$ cat src/rtl/updown_timer.sv
`default_nettype none
// ============================================================================
// Module      : updown_timer
// Description : BCD stopwatch / countdown timer with a prescaled count tick.
//               Digit 0 is least significant; with SEXAGESIMAL=1 digit 1
//               counts 0..5 so the low four digits read MM:SS.
// Ports       :
//   clk         in   single clock, rising edge
//   rst_n       in   asynchronous active-low reset
//   clr         in   synchronous clear (level)
//   start_stop  in   pulse: start / pause / resume
//   mode_down   in   0 = count up, 1 = count down (latched at start)
//   set_time    in   pulse: load di into digit digit_sel (IDLE/PAUSED only)
//   digit_sel   in   [2:0] digit to load, out-of-range values ignored
//   di          in   [3:0] BCD value to load, clamped to the digit maximum
//   digits      out  [4*NUM_DIGITS-1:0] current count
//   running     out  high in RUN
//   done        out  high in DONE
//   tick        out  one-cycle pulse for every applied count step
// Revision    : 1.0 - initial release
// ============================================================================
module updown_timer #(
  parameter int NUM_DIGITS  = 4,
  parameter int TICK_DIV    = 1000000,
  parameter int SEXAGESIMAL = 1
) (
  input  logic                    clk,
  input  logic                    rst_n,
  input  logic                    clr,
  input  logic                    start_stop,
  input  logic                    mode_down,
  input  logic                    set_time,
  input  logic [2:0]              digit_sel,
  input  logic [3:0]              di,
  output logic [4*NUM_DIGITS-1:0] digits,
  output logic                    running,
  output logic                    done,
  output logic                    tick
);

  localparam int DW    = 4 * NUM_DIGITS;
  localparam int PSC_W = $clog2(TICK_DIV);

  localparam logic [1:0] S_IDLE   = 2'd0;
  localparam logic [1:0] S_RUN    = 2'd1;
  localparam logic [1:0] S_PAUSED = 2'd2;
  localparam logic [1:0] S_DONE   = 2'd3;

  function automatic logic [3:0] digit_max(input int k);
    return (SEXAGESIMAL != 0 && k == 1) ? 4'd5 : 4'd9;
  endfunction

  logic             r_en;      // goes high one edge after reset release
  logic [1:0]       r_state;
  logic [DW-1:0]    r_digits;
  logic [PSC_W-1:0] r_psc;
  logic             r_dir;
  logic             r_tick;

  logic [DW-1:0]    w_inc;
  logic [DW-1:0]    w_dec;
  logic [DW-1:0]    w_max_val;
  logic [DW-1:0]    w_load_val;
  logic [DW-1:0]    w_count_next;
  logic             w_all_max;
  logic             w_zero;
  logic             w_load_ok;
  logic             w_psc_last;
  logic             w_terminal;

  // Ripple BCD increment/decrement plus the clamped load value.
  always_comb begin
    logic       c;
    logic       b;
    logic [3:0] d;
    logic [3:0] mx;
    c          = 1'b1;
    b          = 1'b1;
    d          = 4'd0;
    mx         = 4'd0;
    w_inc      = '0;
    w_dec      = '0;
    w_max_val  = '0;
    w_load_val = r_digits;
    w_all_max  = 1'b1;
    w_zero     = 1'b1;
    for (int k = 0; k < NUM_DIGITS; k++) begin
      d  = r_digits[4*k +: 4];
      mx = digit_max(k);
      w_max_val[4*k +: 4] = mx;
      if (d != mx) w_all_max = 1'b0;
      if (d != 4'd0) w_zero = 1'b0;
      if (c) begin
        if (d >= mx) begin
          w_inc[4*k +: 4] = 4'd0;
        end else begin
          w_inc[4*k +: 4] = d + 4'd1;
          c = 1'b0;
        end
      end else begin
        w_inc[4*k +: 4] = d;
      end
      if (b) begin
        if (d == 4'd0) begin
          w_dec[4*k +: 4] = mx;
        end else begin
          w_dec[4*k +: 4] = d - 4'd1;
          b = 1'b0;
        end
      end else begin
        w_dec[4*k +: 4] = d;
      end
      if (int'(digit_sel) == k) w_load_val[4*k +: 4] = (di > mx) ? mx : di;
    end
  end

  assign w_load_ok  = (int'(digit_sel) < NUM_DIGITS);
  assign w_psc_last = (r_psc == PSC_W'(TICK_DIV - 1));

  // Both directions saturate at their terminal value instead of wrapping.
  assign w_count_next = r_dir ? (w_zero ? '0 : w_dec)
                              : (w_all_max ? r_digits : w_inc);
  assign w_terminal   = r_dir ? (w_count_next == '0)
                              : (w_count_next == w_max_val);

  always_ff @(posedge clk or negedge rst_n) begin
    if (!rst_n) begin
      r_en     <= 1'b0;
      r_state  <= S_IDLE;
      r_digits <= '0;
      r_psc    <= '0;
      r_dir    <= 1'b0;
      r_tick   <= 1'b0;
    end else begin
      r_en   <= 1'b1;
      r_tick <= 1'b0;
      if (r_en) begin
        if (clr) begin
          r_state  <= S_IDLE;
          r_digits <= '0;
          r_psc    <= '0;
          r_dir    <= 1'b0;
        end else begin
          case (r_state)
            S_IDLE: begin
              // A countdown from zero would finish instantly; refuse it.
              if (start_stop && !(mode_down && w_zero)) begin
                r_state <= S_RUN;
                r_dir   <= mode_down;
                r_psc   <= '0;
              end else if (set_time && w_load_ok) begin
                r_digits <= w_load_val;
                r_psc    <= '0;
              end
            end
            S_RUN: begin
              if (w_psc_last) begin
                r_psc    <= '0;
                r_tick   <= 1'b1;
                r_digits <= w_count_next;
                if (w_terminal)      r_state <= S_DONE;
                else if (start_stop) r_state <= S_PAUSED;
              end else begin
                r_psc <= r_psc + PSC_W'(1);
                if (start_stop) r_state <= S_PAUSED;
              end
            end
            S_PAUSED: begin
              if (start_stop) begin
                r_state <= S_RUN;
              end else if (set_time && w_load_ok) begin
                r_digits <= w_load_val;
                r_psc    <= '0;
              end
            end
            default: begin
              // DONE: only clr or reset leaves this state.
            end
          endcase
        end
      end
    end
  end

  assign digits  = r_digits;
  assign running = (r_state == S_RUN);
  assign done    = (r_state == S_DONE);
  assign tick    = r_tick;

endmodule
`default_nettype wire

$ cat config.mk
export PLATFORM = sky130hd
export DESIGN_NAME = updown_timer
export DESIGN_NICKNAME = d
export VERILOG_FILES = /design/src/rtl/updown_timer.sv
export SDC_FILE = /design/constraint.sdc
export NUM_CORES = 1
export LEC_CHECK = 0
export CORE_ASPECT_RATIO = 0.75
export CORE_MARGIN = 2
export CORE_UTILIZATION = 60
export DETAILED_ROUTE_END_ITERATION = 12
export PLACE_DENSITY = 0.83
export SLEW_MARGIN = 20
export SYNTH_ARGS = -nofsm -noshare
export SYNTH_HDL_FRONTEND = slang
export SYNTH_SLANG_ARGS = --single-unit
$ cat constraint.sdc
create_clock -name clk -period 3 [get_ports clk]
set_input_delay 0.3 -clock clk [delete_from_list [all_inputs] [get_ports clk]]
set_output_delay 0.3 -clock clk [all_outputs]
set_load 0.02 [all_outputs]
Word-level counts from Yosys, hierarchy flattened:

Cells that the tools add are included.

* input bits: 13
* output and inout port bits: 19
* logic and storage cells: 129
* register bits after elaboration: 41

* reduce and logical (&&, ||, !) cells: 22
* mux-type cells: 68
* $add $sub $neg: 9
* equal/unequal tests: 17
* $lt $le $gt $ge: 7

Operator list (number)
* $mux W16: 8
* $mux W20: 5
* $mux W4: 20
* $pmux W20 S3: 1
* $pmux W16 S3: 1
* $mux W1: 26
* $add A20 B1 Y20 const B: 1
* $eq A20 B20 Y1 const B: 1
* $reduce_bool A4 Y1: 5
* $add A4 B1 Y4 const B: 4
* $eq A16 B16 Y1 const B: 1
* $logic_not A16 Y1: 1
* $logic_not A4 Y1: 4
* $sub A4 B1 Y4 const B: 4
* $ge A4 B4 Y1 const B: 3
* $mux W2: 6
* $ne A3 B3 Y1 const B: 4
* $ne A4 B4 Y1 const B: 3
* $eq A3 B3 Y1 const B: 2
* $pmux W2 S3: 1
* $reduce_and A3 Y1: 2
* $reduce_and A5 Y1: 1
* $eq A2 B2 Y1 const B: 2
* $ge A4 B3 Y1 const B: 1
* other kinds (13): 16

Logic depth before layout (Yosys ltp):

* depth in word-level cells: 13
* gate-level depth with buffers: 11
* depth with buffers taken out: 10

Worst setup path after synthesis:

No wires, ideal clock.

* kind: register to register
* start point: reg r_digits[4], in the netlist digits[4]
* end point: reg r_state[0]
* required time: 2.924 ns
* buffers on the path: 0
* setup time: 0.076 ns
* stages on the path, launching flop included: 11
* data arrival time: 2.621 ns
* clock period less this slack: 2.698 ns
* setup slack: 0.302 ns
* path through: dfrtp_1 > inv_1 > ha_1 > or3b_1 > o31a_1 > o21a_1 > a211oi_2 > nor3b_2 > nand4b_1 > or3_1 > o21ai_1

* cells in the longest elaborated chain, start to end: 13
* elaborated cells between the ends (all ways): 41
* those cells by class: add/sub: 2; order compare: 1; eq/ne: 3; mux: 28; reduce/logical: 7

Ends and longest elaborated chain
* from (decl): RTL line 55 `logic [DW-1:0] r_digits;`
* from (signal assigned): RTL line 152 `r_digits <= w_load_val;`
* from (signal assigned): RTL line 160 `r_digits <= w_count_next;`
* from (signal assigned): RTL line 172 `r_digits <= w_load_val;`
* $ge A4 B3 Y1 or $logic_not A4 Y1 (tied branches): RTL line 94, 104
* $mux W1, on equally long branches: RTL line 94, 104
* $mux W1, on equally long branches (2 in series): RTL line 93, 103
* $mux W4, on equally long branches: RTL line 93, 103
* $mux W16, on equally long branches: RTL line 122, 121
* $mux W16: RTL line 121 `assign w_count_next = r_dir ? (w_zero ? '0 : w_dec)`
* $eq A16 B16 Y1 or $logic_not A16 Y1 (tied branches): RTL line 124, 123
* $mux W1: RTL line 123 `assign w_terminal = r_dir ? (w_count_next == '0)`
* $mux W2: RTL line 161 `if (w_terminal) r_state <= S_DONE;`
* $mux W2: RTL line 157 `if (w_psc_last) begin`
* $pmux W2 S3: RTL line 144 `case (r_state)`
* $mux W2: RTL line 138 `if (clr) begin`
* to (signal assigned): RTL line 139 `r_state <= S_IDLE;`
* to (signal assigned): RTL line 161
* to (signal assigned): RTL line 162 `else if (start_stop) r_state <= S_PAUSED;`
* to (decl): RTL line 54 `logic [1:0] r_state;`

Parallel ways exist; a longest one is shown, timed or not.
A chain may end at the register's enable or synchronous reset.

Worst setup path in the final report:

* start point: reg r_digits[4], in the netlist digits[4]
* end point: reg r_state[1]

The elaborated chain is that of the path after synthesis.

==> results_dict.tcl <==
set metrics [dict create \
    grt_pass1_wl_um 20670 \
    vias 4374 \
    path_class "reg -> reg" \
    rsz0062_at_grt "true" \
    path_max_fanout 9 \
    power_frac_clock_pct 10.9 \
    dp_hpwl_um 9495 \
    drv_cap 0 \
    yosysWarnings 0 \
    hold_path_class "in -> async" \
    drt_iter0_drc 480 \
    clock-sinks 41 \
    fin_worst_skew_ns 0.007248 \
    drc_errors 0 \
    setup_viol_count_final 0 \
    drt_pass1_iterations 6 \
    yosysSeqAreaShare_pct 25.82 \
    synth_compound_area_share_pct 27.87 \
    antenna_found_initial 0 \
    final.period_utilization_pct 98.05 \
    dp_cells 630 \
    grt_max_degree 42 \
    synth-edff-count 0 \
    p_int_mw 2.019 \
    h-tree-depth 2 \
    syn_inst 520 \
    die-area_mm2 0.007297 \
    fmax_ghz 0.3399 \
    fin_crit_ns 2.942 \
    synth_nets 550 \
    clock_latency_ns 0.30 \
    finalPower_mw 4.061 \
    place.gp.congestion 1.060 \
    hold_buffers 0 \
    clk_pin_slew_ns 0.08 \
    worstPathArrival_ns 3.16 \
    cellLeakagePower_nw 1.881 \
    final_util_pct 73.08 \
    core-area_mm2 0.006350 \
    netlist.area_leader.share_pct 25.82 \
    die_w_um 97.97 \
    synthSimpleGateAreaFrac_pct 28.09 \
    ys_seq_elements 41 \
    yosysTopAreaCell "dfrtp_1" \
    slew_headroom_pct 37.58 \
    muxShareOfSynthArea_pct 5.730 \
    syn_area_mm2 0.003974 \
    synth_top_family_by_area "simple AND/OR/NAND/NOR gates" \
    switching_share_pct 50.28 \
    vias_per_cell 6.845 \
    power_density_mw_per_mm2 875.1 \
    die_y_um 74.48 \
    peakVddDrop_v 0.0006365 \
    multi_input_area_mm2 0.002761 \
    crit_required_ns 3.22 \
    placementRows 25 \
    fin_cells 639 \
    synth_ff_type "dfrtp_1" \
    slew_viol_final 0 \
    syn_area_per_cell_um2 7.642 \
    pwr-share-seq_pct 22.3 \
    antenna_left 0 \
    clock_path_buffers 2 \
    synthArstFlopShare_pct 100.0 \
    crit_path_end_kind "register" \
    setup_tns_ns 0 \
    ios 32 \
    cts_tree "yes" \
    synth_xor_area_share_pct 1.322 \
    syn_to_final_growth_pct 16.78 \
    cts_made_buffers 5 \
    grt_pass1_vias 3847 \
    synth.distinct_cells 69 \
    combPwrFrac_pct 66.8 \
    status "completed" \
    synthAdderAreaFrac_pct 5.353 \
    startpoint_type "register" \
    n_antenna_cell 0 \
    final.fill_count 507 \
    wl_um 12910 \
    start_util_pct 62.58 \
    wl_per_cell_um 20.20 \
    synthTopCellsByArea "dfrtp_1 26%, ha_1 5.4%, a21oi_1 5.3%" \
    cts-root-buf "clkbuf_8" \
    ff_latch_area_mm2 0.001027 \
    drive_gt1_share_pct 11.47 \
    p_sw_mw 2.042 \
    grt_overflow 0 \
    fin_area_mm2 0.004641 \
    postPlaceCellArea_mm2 0.004484 \
    hold_viol_final 0 \
    grt_use_total_pct 36.19 \
    finalNetCount 588 \
    port_buffers 31 \
    max_slew.worst_pin.slew_ns 0.9363 \
]
## synthesized netlist by cell type (3+ instances only)
master,number
a211oi_1,4
a21o_1,8
a21oi_1,42
a22o_1,8
a22oi_1,10
a31oi_1,5
and2_1,5
and3_1,8
buf_2,5
clkbuf_1,26
dfrtp_1,41
ha_1,17
inv_1,21
mux2_1,11
mux2_2,3
mux2i_1,7
nand2_1,49
nand2b_1,9
nand3_1,12
nand4_1,9
nand4b_1,4
nor2_1,50
nor2b_1,4
nor3_1,14
nor3b_1,4
nor3b_2,4
nor4_1,11
o211ai_1,5
o21a_1,6
o21ai_0,32
o21ai_1,11
o21bai_1,5
o311a_1,3
o31ai_1,8
o41ai_1,3
or3_1,5
or3b_1,3
or4_1,5
xnor2_1,4
## kinds of logic (layout without fill, tap and decap cells)
| logic type | Yosys count | after routing |
|---|---|---|
| multiplexers | 21 | 21 |
| buffers and inverters | 56 | 94 |
| AO/OA/AOI/OAI | 170 | 170 |
| adder cells (fa/ha/maj) | 17 | 17 |
| flip-flops | 41 | 41 |
| other | 1 | 1 |
| XOR/XNOR | 6 | 6 |
| AND/OR/NAND/NOR | 208 | 208 |
## final timing paths
| check | start | endpoint | slack [ns] | cells after the start |
|---|---|---|---|---|
| hold reg to reg | r_psc[17] | r_psc[17] | 0.58 | 2 |
| setup / recovery | digits[4] | r_state[1] | 0.06 | 11 |
| min in group clk | r_psc[17] | r_psc[17] | 0.58 | 2 |
| hold / removal | rst_n | digits[4] | 0.13 | 1 |
| setup reg to reg | digits[4] | r_state[1] | 0.06 | 11 |
| max in group asynchronous | rst_n | digits[0] | 2.21 | 1 |
## power by group through the flow
| stage | Sequential [mW] | Clock [mW] | Combinational, mW |
|---|---|---|---|
| floorplan | 0.949 | 0 | 1.52 |
| global placement | 0.887 | 0 | 2.51 |
| detailed placement | 0.898 | 0 | 2.55 |
| CTS | 0.888 | 0.448 | 2.56 |
| global route | 0.932 | 0.475 | 2.92 |
| finish | 0.904 | 0.443 | 2.71 |
## metrics by stage
step,setup slack (ns),hold WS (ns)
floorplan,0.3024,0.004409
global placement,0.07523,0.4784
detailed placement,0.01766,0.4949
CTS,0.004339,0.1677
global route,-0.03269,0.2182
finish,0.05835,0.1324
## state kept, by name (all words and copies together) (netlist names)
name / cells
r_dir: 1
r_psc: 20
tick: 1
r_en: 1
r_state: 2
digits: 16
## placed cells by master (no fill, tap or decap), types with 6 or more instances in the layout
| cell type | instances |
|---|---|
| o31ai_1 | 6 |
| nor4_1 | 10 |
| nor3_1 | 14 |
| dfrtp_1 | 40 |
| nor2_1 | 50 |
| clkdlybuf4s50_1 | 30 |
| nand4_1 | 9 |
| mux2_1 | 11 |
| a22o_1 | 8 |
| nand3_1 | 11 |
| o21ai_1 | 11 |
| a21oi_1 | 42 |
| mux2i_1 | 6 |
| o21a_1 | 6 |
| and3_1 | 8 |
| a22oi_1 | 10 |
| nand2_1 | 49 |
| o21ai_0 | 32 |
| nand2b_1 | 9 |
| a21o_1 | 8 |
| ha_1 | 16 |
| buf_4 | 35 |
| inv_1 | 21 |
## worst max-delay path: stages (launching register included)
cell      delay (ns)
dfrtp_1         0.38
buf_4           0.16
ha_1            0.26
nand2b_1        0.19
a21oi_2         0.44
nor4_1          0.11
buf_4           0.18
a22o_1          0.21
o21ai_1         0.38
nor4bb_1        0.29
a21oi_1         0.09
a21oi_1         0.16
## area by class of cell
| type | count | share of cell area [%] |
|---|---|---|
| Tap cell | 81 | 2.184 |
| Clock inverter | 2 | 0.7549 |
| Timing Repair Buffer | 66 | 12.24 |
| Inverter | 21 | 1.699 |
| Multi-Input combinational cell | 423 | 59.50 |
| Sequential cell | 41 | 22.14 |
| Clock buffer | 5 | 1.483 |
## what timing repair did
| item | 4_1_cts | 5_1_grt |
|---|---|---|
| buffers inserted | 0 | 2 |
| endpoints found under the setup margin | 0 | 15 |
| endpoints found under the hold margin | 0 | 0 |
| resized for setup | 0 | 9 |
## metal layers
layer	track usage (%)	part of all wire, %
met1	56.68	45
met4	8.179	1.6
met2	49.24	40
met3	9.305	14
met5	0	0
No activity file was read; power rests on OpenSTA's default activity.
